--- src/rtl/seg_pkg.sv ---
// Shared constants and address arithmetic for the segmented address unit.
// Latency: n/a (package only).
// Backpressure: n/a (package only).
//
// Holds the segment index names, the default parameter values and the
// physical address helper used by seg_addr_unit.
package seg_pkg;

    // Segment register indices
    localparam int CS = 0;
    localparam int DS = 1;
    localparam int SS = 2;
    localparam int ES = 3;
    localparam int FS = 4;
    localparam int GS = 5;

    // Default configuration
    localparam int DEF_NUM_SEGS = 4;
    localparam int DEF_SEG_W    = 16;
    localparam int DEF_OFF_W    = 16;
    localparam int DEF_SHIFT    = 4;
    localparam int DEF_ADDR_W   = 20;

    // (seg << shift) + off on wide operands; the caller truncates to its
    // address width, which gives the modulo-2^ADDR_W wrap.
    function automatic logic [63:0] phys_addr(input logic [63:0] seg,
                                              input logic [63:0] off,
                                              input int          shift);
        return (seg << shift) + off;
    endfunction

endpackage

--- src/rtl/seg_regfile.sv ---
// Segment (and optional limit) register file with write-through read port.
// Latency: writes land at the clock edge; the read port is combinational.
// Backpressure: none; writes are always accepted, out-of-range selects ignored.
//
// Ports: clk/rst, write port (wr_en, wr_sel, wr_data), optional limit write
// port (lim_wr_en, lim_data, shares wr_sel), read port (rd_sel -> rd_seg,
// rd_lim, rd_valid). rd_valid is 0 for a select with no register behind it.
// Macro SEG_LIMIT_CHECK_EN adds the limit registers and their ports.
module seg_regfile #(
    parameter int NUM_SEGS = 4,
    parameter int SEG_W    = 16,
    parameter int OFF_W    = 16,
    parameter int SEL_W    = 2
) (
    input  logic             clk,
    input  logic             rst,
    input  logic             wr_en,
    input  logic [SEL_W-1:0] wr_sel,
    input  logic [SEG_W-1:0] wr_data,
`ifdef SEG_LIMIT_CHECK_EN
    input  logic             lim_wr_en,
    input  logic [OFF_W-1:0] lim_data,
    output logic [OFF_W-1:0] rd_lim,
`endif
    input  logic [SEL_W-1:0] rd_sel,
    output logic [SEG_W-1:0] rd_seg,
    output logic             rd_valid
);

    logic [SEG_W-1:0] seg_q [NUM_SEGS];

    always_ff @(posedge clk or posedge rst) begin
        if (rst) begin
            for (int i = 0; i < NUM_SEGS; i++) seg_q[i] <= '0;
        end else begin
            // Only selects that match a real register write anything.
            for (int i = 0; i < NUM_SEGS; i++) begin
                if (wr_en && wr_sel == SEL_W'(i)) seg_q[i] <= wr_data;
            end
        end
    end

    always_comb begin
        rd_seg   = '0;
        rd_valid = 1'b0;
        for (int i = 0; i < NUM_SEGS; i++) begin
            if (rd_sel == SEL_W'(i)) begin
                rd_seg   = seg_q[i];
                rd_valid = 1'b1;
            end
        end
        // Same-cycle write to the register being read is passed through.
        if (rd_valid && wr_en && wr_sel == rd_sel) rd_seg = wr_data;
    end

`ifdef SEG_LIMIT_CHECK_EN
    logic [OFF_W-1:0] lim_q [NUM_SEGS];

    always_ff @(posedge clk or posedge rst) begin
        if (rst) begin
            for (int i = 0; i < NUM_SEGS; i++) lim_q[i] <= '1;
        end else begin
            for (int i = 0; i < NUM_SEGS; i++) begin
                if (lim_wr_en && wr_sel == SEL_W'(i)) lim_q[i] <= lim_data;
            end
        end
    end

    always_comb begin
        rd_lim = '1;
        for (int i = 0; i < NUM_SEGS; i++) begin
            if (rd_sel == SEL_W'(i)) rd_lim = lim_q[i];
        end
        if (rd_valid && lim_wr_en && wr_sel == rd_sel) rd_lim = lim_data;
    end
`endif

endmodule

--- src/rtl/seg_addr_unit.sv ---
// Segment:offset to physical address translator with override prefix latch.
// Latency: 1 cycle from request accept to rsp_valid; one response per cycle.
// Backpressure: req_ready = !rsp_valid || rsp_ready; response held while stalled.
//
// Ports: clk/rst; segment write (wr_en, wr_sel, wr_data); limit write
// (lim_wr_en, lim_data, target chosen by wr_sel); override prefix
// (ovr_valid, ovr_sel); request (req_valid/req_ready, req_def_sel, req_off);
// response (rsp_valid/rsp_ready, rsp_addr, rsp_seg, rsp_fault).
// Macro SEG_LIMIT_CHECK_EN enables per-segment limit checking.
module seg_addr_unit
    import seg_pkg::*;
#(
    parameter  int NUM_SEGS = DEF_NUM_SEGS,
    parameter  int SEG_W    = DEF_SEG_W,
    parameter  int OFF_W    = DEF_OFF_W,
    parameter  int SHIFT    = DEF_SHIFT,
    parameter  int ADDR_W   = DEF_ADDR_W,
    localparam int SEL_W    = (NUM_SEGS > 1) ? $clog2(NUM_SEGS) : 1
) (
    input  logic              clk,
    input  logic              rst,
    input  logic              wr_en,
    input  logic [SEL_W-1:0]  wr_sel,
    input  logic [SEG_W-1:0]  wr_data,
    input  logic              lim_wr_en,
    input  logic [OFF_W-1:0]  lim_data,
    input  logic              ovr_valid,
    input  logic [SEL_W-1:0]  ovr_sel,
    input  logic              req_valid,
    output logic              req_ready,
    input  logic [SEL_W-1:0]  req_def_sel,
    input  logic [OFF_W-1:0]  req_off,
    output logic              rsp_valid,
    input  logic              rsp_ready,
    output logic [ADDR_W-1:0] rsp_addr,
    output logic [SEG_W-1:0]  rsp_seg,
    output logic              rsp_fault
);

    logic             pend_vld;
    logic [SEL_W-1:0] pend_sel;
    logic [SEL_W-1:0] eff_sel;
    logic [SEG_W-1:0] seg_val;
    logic             seg_ok;
    logic             accept;
    logic             fault_nxt;
    logic [ADDR_W-1:0] addr_nxt;

    assign req_ready = !rsp_valid || rsp_ready;
    assign accept    = req_valid && req_ready;

    // A prefix in the accept cycle beats a latched one, which beats the default.
    always_comb begin
        eff_sel = req_def_sel;
        if (ovr_valid)     eff_sel = ovr_sel;
        else if (pend_vld) eff_sel = pend_sel;
    end

`ifdef SEG_LIMIT_CHECK_EN
    logic [OFF_W-1:0] lim_val;

    seg_regfile #(
        .NUM_SEGS (NUM_SEGS),
        .SEG_W    (SEG_W),
        .OFF_W    (OFF_W),
        .SEL_W    (SEL_W)
    ) u_regfile (
        .clk       (clk),
        .rst       (rst),
        .wr_en     (wr_en),
        .wr_sel    (wr_sel),
        .wr_data   (wr_data),
        .lim_wr_en (lim_wr_en),
        .lim_data  (lim_data),
        .rd_lim    (lim_val),
        .rd_sel    (eff_sel),
        .rd_seg    (seg_val),
        .rd_valid  (seg_ok)
    );

    assign fault_nxt = !seg_ok || (req_off > lim_val);
`else
    logic lim_unused;
    assign lim_unused = ^{lim_wr_en, lim_data};

    seg_regfile #(
        .NUM_SEGS (NUM_SEGS),
        .SEG_W    (SEG_W),
        .OFF_W    (OFF_W),
        .SEL_W    (SEL_W)
    ) u_regfile (
        .clk      (clk),
        .rst      (rst),
        .wr_en    (wr_en),
        .wr_sel   (wr_sel),
        .wr_data  (wr_data),
        .rd_sel   (eff_sel),
        .rd_seg   (seg_val),
        .rd_valid (seg_ok)
    );

    assign fault_nxt = !seg_ok;
`endif

    // seg_val is already 0 for a select with no register behind it.
    assign addr_nxt = ADDR_W'(phys_addr(64'(seg_val), 64'(req_off), SHIFT));

    // Override latch: any accept consumes it, otherwise the newest prefix wins.
    always_ff @(posedge clk or posedge rst) begin
        if (rst) begin
            pend_vld <= 1'b0;
            pend_sel <= '0;
        end else if (accept) begin
            pend_vld <= 1'b0;
        end else if (ovr_valid) begin
            pend_vld <= 1'b1;
            pend_sel <= ovr_sel;
        end
    end

    // Response register: loads on accept, holds while stalled.
    always_ff @(posedge clk or posedge rst) begin
        if (rst) begin
            rsp_valid <= 1'b0;
            rsp_addr  <= '0;
            rsp_seg   <= '0;
            rsp_fault <= 1'b0;
        end else if (accept) begin
            rsp_valid <= 1'b1;
            rsp_addr  <= addr_nxt;
            rsp_seg   <= seg_val;
            rsp_fault <= fault_nxt;
        end else if (rsp_ready) begin
            rsp_valid <= 1'b0;
        end
    end

endmodule

--- config.mk ---
export PLATFORM = sky130hd
export DESIGN_NAME = seg_addr_unit
export DESIGN_NICKNAME = d
export VERILOG_FILES = /design/src/rtl/seg_pkg.sv /design/src/rtl/seg_regfile.sv /design/src/rtl/seg_addr_unit.sv
export SDC_FILE = /design/constraint.sdc
export NUM_CORES = 1
export LEC_CHECK = 0
export BUFFER_PORTS_ARGS = -buffer_cell sky130_fd_sc_hd__buf_4
export CAP_MARGIN = 20
export CORE_AREA = 4 4 92 129
export CTS_BUF_LIST = sky130_fd_sc_hd__clkbuf_8
export CTS_CLUSTER_SIZE = 16
export DETAILED_ROUTE_END_ITERATION = 10
export DIE_AREA = 0 0 96 133
export PLACE_DENSITY = 0.72
export SLEW_MARGIN = 20
export SYNTH_ARGS = -nofsm -noshare
export SYNTH_HDL_FRONTEND = slang
export SYNTH_HIERARCHICAL = 1
export SYNTH_SLANG_ARGS = --single-unit
--- constraint.sdc ---
create_clock -name clk -period 4.7 [get_ports clk]
set_clock_uncertainty 0.2 [all_clocks]
set_input_delay 0.235 -clock clk [delete_from_list [all_inputs] [get_ports clk]]
set_output_delay 0.235 -clock clk [all_outputs]
set_load 0.03 [all_outputs]
==> summary.txt <==
Global routing
  – Global route overflow: 0
  – Initial antenna violation count: 0
  – GR Util All Layers: 0.185
  – First-pass GRT wire length: 18.1 mm
  – Largest net degree at the start of global routing: 65
  – Vias in the first global route: 3702

Detailed routing
  – Routed WL per cell: 16.7 um
  – Remaining DRCs: 0
  – Antenna viol nets, final: 0
  – Via count: 3594
  – Pre-antenna DRT Iters: 4
  – Vias per cell: 5.33
  – Final wirelength: 11.3 mm
  – DR iter-0 viols: between 100 and 150

Worst setup path
  – CP most frequent cell: buf_4
  – Max FO, Critical Path: 7
  – Critical path depth: 13
  – Max stage delay on crit path: 540 ps
  – Worst setup startpoint: ovr_valid
  – Critical-path top delay cell: dlygate4sd3_1
  – Crit path to: rsp_addr[13]$_DFFE_PP0P_
  – Setup Crit Path Kind: primary input to register
  – Critical Path Start Type: primary input
  – Crit end category: register
  – Worst-case reg-to-reg path depth: 12
  – CP top delay family: compound AO/OA/AOI/OAI gates
  – Worst EP required: about 4800 ps
  – CP Buf/Inv Count: 3
  – Crit path arrival time: 4030 ps
  – Worst reg2reg endpoint: rsp_addr[13]$_DFFE_PP0P_
  – Worst r2r src: pend_vld$_DFFE_PP0P_
  – CP Cell Sequence: dlygate4sd3_1 -> buf_4 -> o21ai_2 -> buf_4 -> mux4_2 -> mux2_4 -> ha_1 -> o21ai_0 -> a21o_1 -> a31o_2 -> nand2_1 -> xnor2_1 -> mux2_2
  – Flop2flop setup slack: 740 ps

Finish
  – Area Growth Syn to Fin: 21.8%
  – Nets: 602
  – Post-layout util: 0.600
  – Fraction of layout instances using a drive strength above 1: 0.383
  – Fin area: 6450 sq um
  – Antenna cell count: 0

Die
  – Core region area: 10800 sq um
  – # IOs: 100
  – Initial Util: 0.492
  – Row count: 45
  – Die Area: 12800 sq um
  – Die W: 96 um
  – Die Span Y: 133 um

CTS
  – Num CTS Buffers: 9
  – Number of gates resized after cts: 0
  – CTS clk-pin slew, worst paths: 100 ps
  – CTS root buffer: clkbuf_8
  – CTS tree: yes
  – Deepest clock path buffer count: 2
  – Postcts setup bufs: 0
  – Skew-Pair Late Insertion Delay: 380 ps
  – Htree depth: 3
  – CTS sink count: 105

STA
  – Worst-Margin Slew: approximately 970 ps
  – Final min period: 3960 ps
  – Fmax achieved: 252 MHz
  – Rel. slew slack: 0.355
  – Final slew viol count: 0
  – Final number of setup-violating endpoints: 0
  – Final-report hold violation count: 0
  – Tcrit/Tclk final: 0.844
  – Final worst slack: 735 ps
  – Setup TNS: 0 ps
  – RSZ-0062 raised after global routing: false

Power
  – Pwr dens: around 460 nW/um^2
  – Internal power: ~0.0019 W
  – Sw frac: 0.364
  – Psw: roughly 0.0011 W
  – Clock network fraction of total power: 0.173
  – Combinational Power Share: 0.411
  – VDD IR max: 176 uV
  – Leakage: 3.03 nW
  – Seq pwr share: 0.416

Placement
  – I/O Buffers: 82
  – Place WS: roughly 740 ps
  – Area after DPL: 6020 sq um
  – GPL Wtd Cong: between 0.8 and 0.9
  – Dpl hpwl: 8.08 mm

Synthesis
  – Avg Cell Area, Syn: 12.5 sq um
  – Top FF cell, synth: dfrtp_1
  – Synth cell types: 53
  – Cell area after synthesis: between 5000 and 6000 sq um
  – Post-synthesis register bit count: 105
  – Sequential fraction of the synthesis area: 0.496
  – Count of flip-flops with a built-in enable after synthesis: 0
  – Post-synth top area share: 0.496
  – Post-synth top area cell: dfrtp_1
  – Ys Warns: 6
  – Ranking of synthesized cells by area: dfrtp_1 50%, mux2_2 13%, nand2_1 6.3%, mux4_2 6.0%, ha_1 2.8%
  – Cell count after synthesis: approximately 420
  – Asr flop ratio synth: 1.00
  – Post-Synthesis Net Count: around 500

Run status
  – Status: complete, no violations

Job
  – Max Cap Violations: 0

Worst hold path
  – Hold/Removal Path Class: primary input to register
state kept, by name, summed over array words and instances, names as in the netlist:
register         cells
u_regfile/seg_q     64
rsp_addr            20
rsp_seg             16
pend_sel             2
pend_vld             1
rsp_fault            1
rsp_valid            1
power by group through the flow:
stage               Combinational (W)  Clock [W]  Sequential (W)
finish                        0.00121   0.000511         0.00123
global route                  0.00131   0.000553         0.00125
global placement              0.00117          0         0.00123
floorplan                    0.000631          0         0.00144
detailed placement            0.00120          0         0.00125
CTS                           0.00122   0.000522         0.00123
area by class of cell:
class / instances / area (sq um)
clock inverter: 6 / 35.0
tap: 141 / 176
fill: 888 / 4310
inverter: 6 / 22.5
sequential: 105 / 2630
timing repair buffer: 115 / 928
multi-input combinational: 291 / 2520
clock buffer: 10 / 138
Yosys cell counts, types with 2 or more instances:
| library cell | count |
|---|---|
| ha_1 | 12 |
| inv_1 | 6 |
| nand2b_1 | 2 |
| a21oi_1 | 9 |
| a31oi_1 | 2 |
| clkbuf_1 | 9 |
| xnor2_1 | 6 |
| o21ai_0 | 13 |
| dfrtp_1 | 105 |
| xor2_1 | 5 |
| a21o_1 | 4 |
| nand4_1 | 2 |
| buf_6 | 2 |
| mux4_2 | 14 |
| nand3_1 | 2 |
| o31ai_1 | 2 |
| o211ai_1 | 2 |
| nor2_1 | 8 |
| mux2i_1 | 3 |
| and3_1 | 3 |
| and2_1 | 2 |
| buf_4 | 3 |
| mux2_4 | 10 |
| nand3_2 | 2 |
| nand3b_4 | 2 |
| mux2_2 | 60 |
| mux4_1 | 2 |
| mux2_1 | 13 |
| nand2_1 | 89 |
| buf_2 | 6 |
timing repair:
| item | in CTS | in global routing |
|---|---|---|
| hold endpoints to repair | 177 | 0 |
| hold buffers | 26 | 0 |
| setup endpoints to repair | 0 | 0 |
tightest hold or removal path, cell delays in order:
cell and delay (ps):
buf_4 80, ha_1 140, nand2_1 50, nand2_1 50
routing by layer:
layer  up-vias  track usage  wire, um
li1       1710            -         -
met1      1784        0.224      4510
met2        74        0.322      6080
met3        26       0.0210       339
met4         0       0.0854       325
met5         -            0         0
kinds of logic after synthesis:
| logic type | Yosys count | share of synthesized area |
|---|---|---|
| mux | 102 | 0.259 |
| fa+ha+maj | 13 | 0.0321 |
| simple gates | 120 | 0.108 |
| other cells | 1 | 0.000708 |
| xor+xnor | 11 | 0.0182 |
| compound gates | 44 | 0.0579 |
| buf+inv | 27 | 0.0286 |
| flops | 105 | 0.496 |
cell usage in the layout (no fill, tap or decap), types with 2 or more instances in the layout:
cell type	netlist	final
a21o_1	4	4
a21oi_1	9	9
a31oi_1	2	2
and2_1	2	2
and3_1	3	3
buf_4	3	89
clkbuf_8	0	10
clkinv_2	0	3
dfrtp_1	105	105
dlygate4sd3_1	0	26
ha_1	12	12
inv_1	6	6
mux2_1	13	13
mux2_2	60	60
mux2_4	10	10
mux2i_1	3	3
mux4_1	2	2
mux4_2	14	14
nand2_1	89	89
nand2b_1	2	2
nand3_1	2	2
nand3_2	2	2
nand3b_4	2	2
nand4_1	2	2
nor2_1	8	8
o211ai_1	2	2
o21ai_0	13	11
o21ai_1	1	2
o21ai_2	1	2
o31ai_1	2	2
xnor2_1	6	6
xor2_1	5	5
how the worst min path moves through the flow:
stage | slack [ps] | start | to | cells after the start
after floorplan | 140 | req_off[0] | rsp_addr[0]$_DFFE_PP0P_ | 2
after global placement | 210 | rst | rsp_addr[3]$_DFFE_PP0P_ | 3
after detailed placement | 220 | rst | rsp_addr[3]$_DFFE_PP0P_ | 3
after CTS | 20 | req_off[4] | rsp_addr[4]$_DFFE_PP0P_ | 4
after global routing | 40 | req_off[4] | rsp_addr[4]$_DFFE_PP0P_ | 4
final | 10 | req_off[4] | rsp_addr[4]$_DFFE_PP0P_ | 4
metrics by stage:
stage          total power [W]  cells  hold slack (ps)
4_1_cts                0.00297    674             17.0
5_1_grt                0.00311    674             39.8
6_report               0.00295    674             13.3
3_5_place_dp           0.00245    632              220
3_3_place_gp           0.00240    632              206
2_1_floorplan          0.00207    423              140
Power figures use the tool's default switching activity.
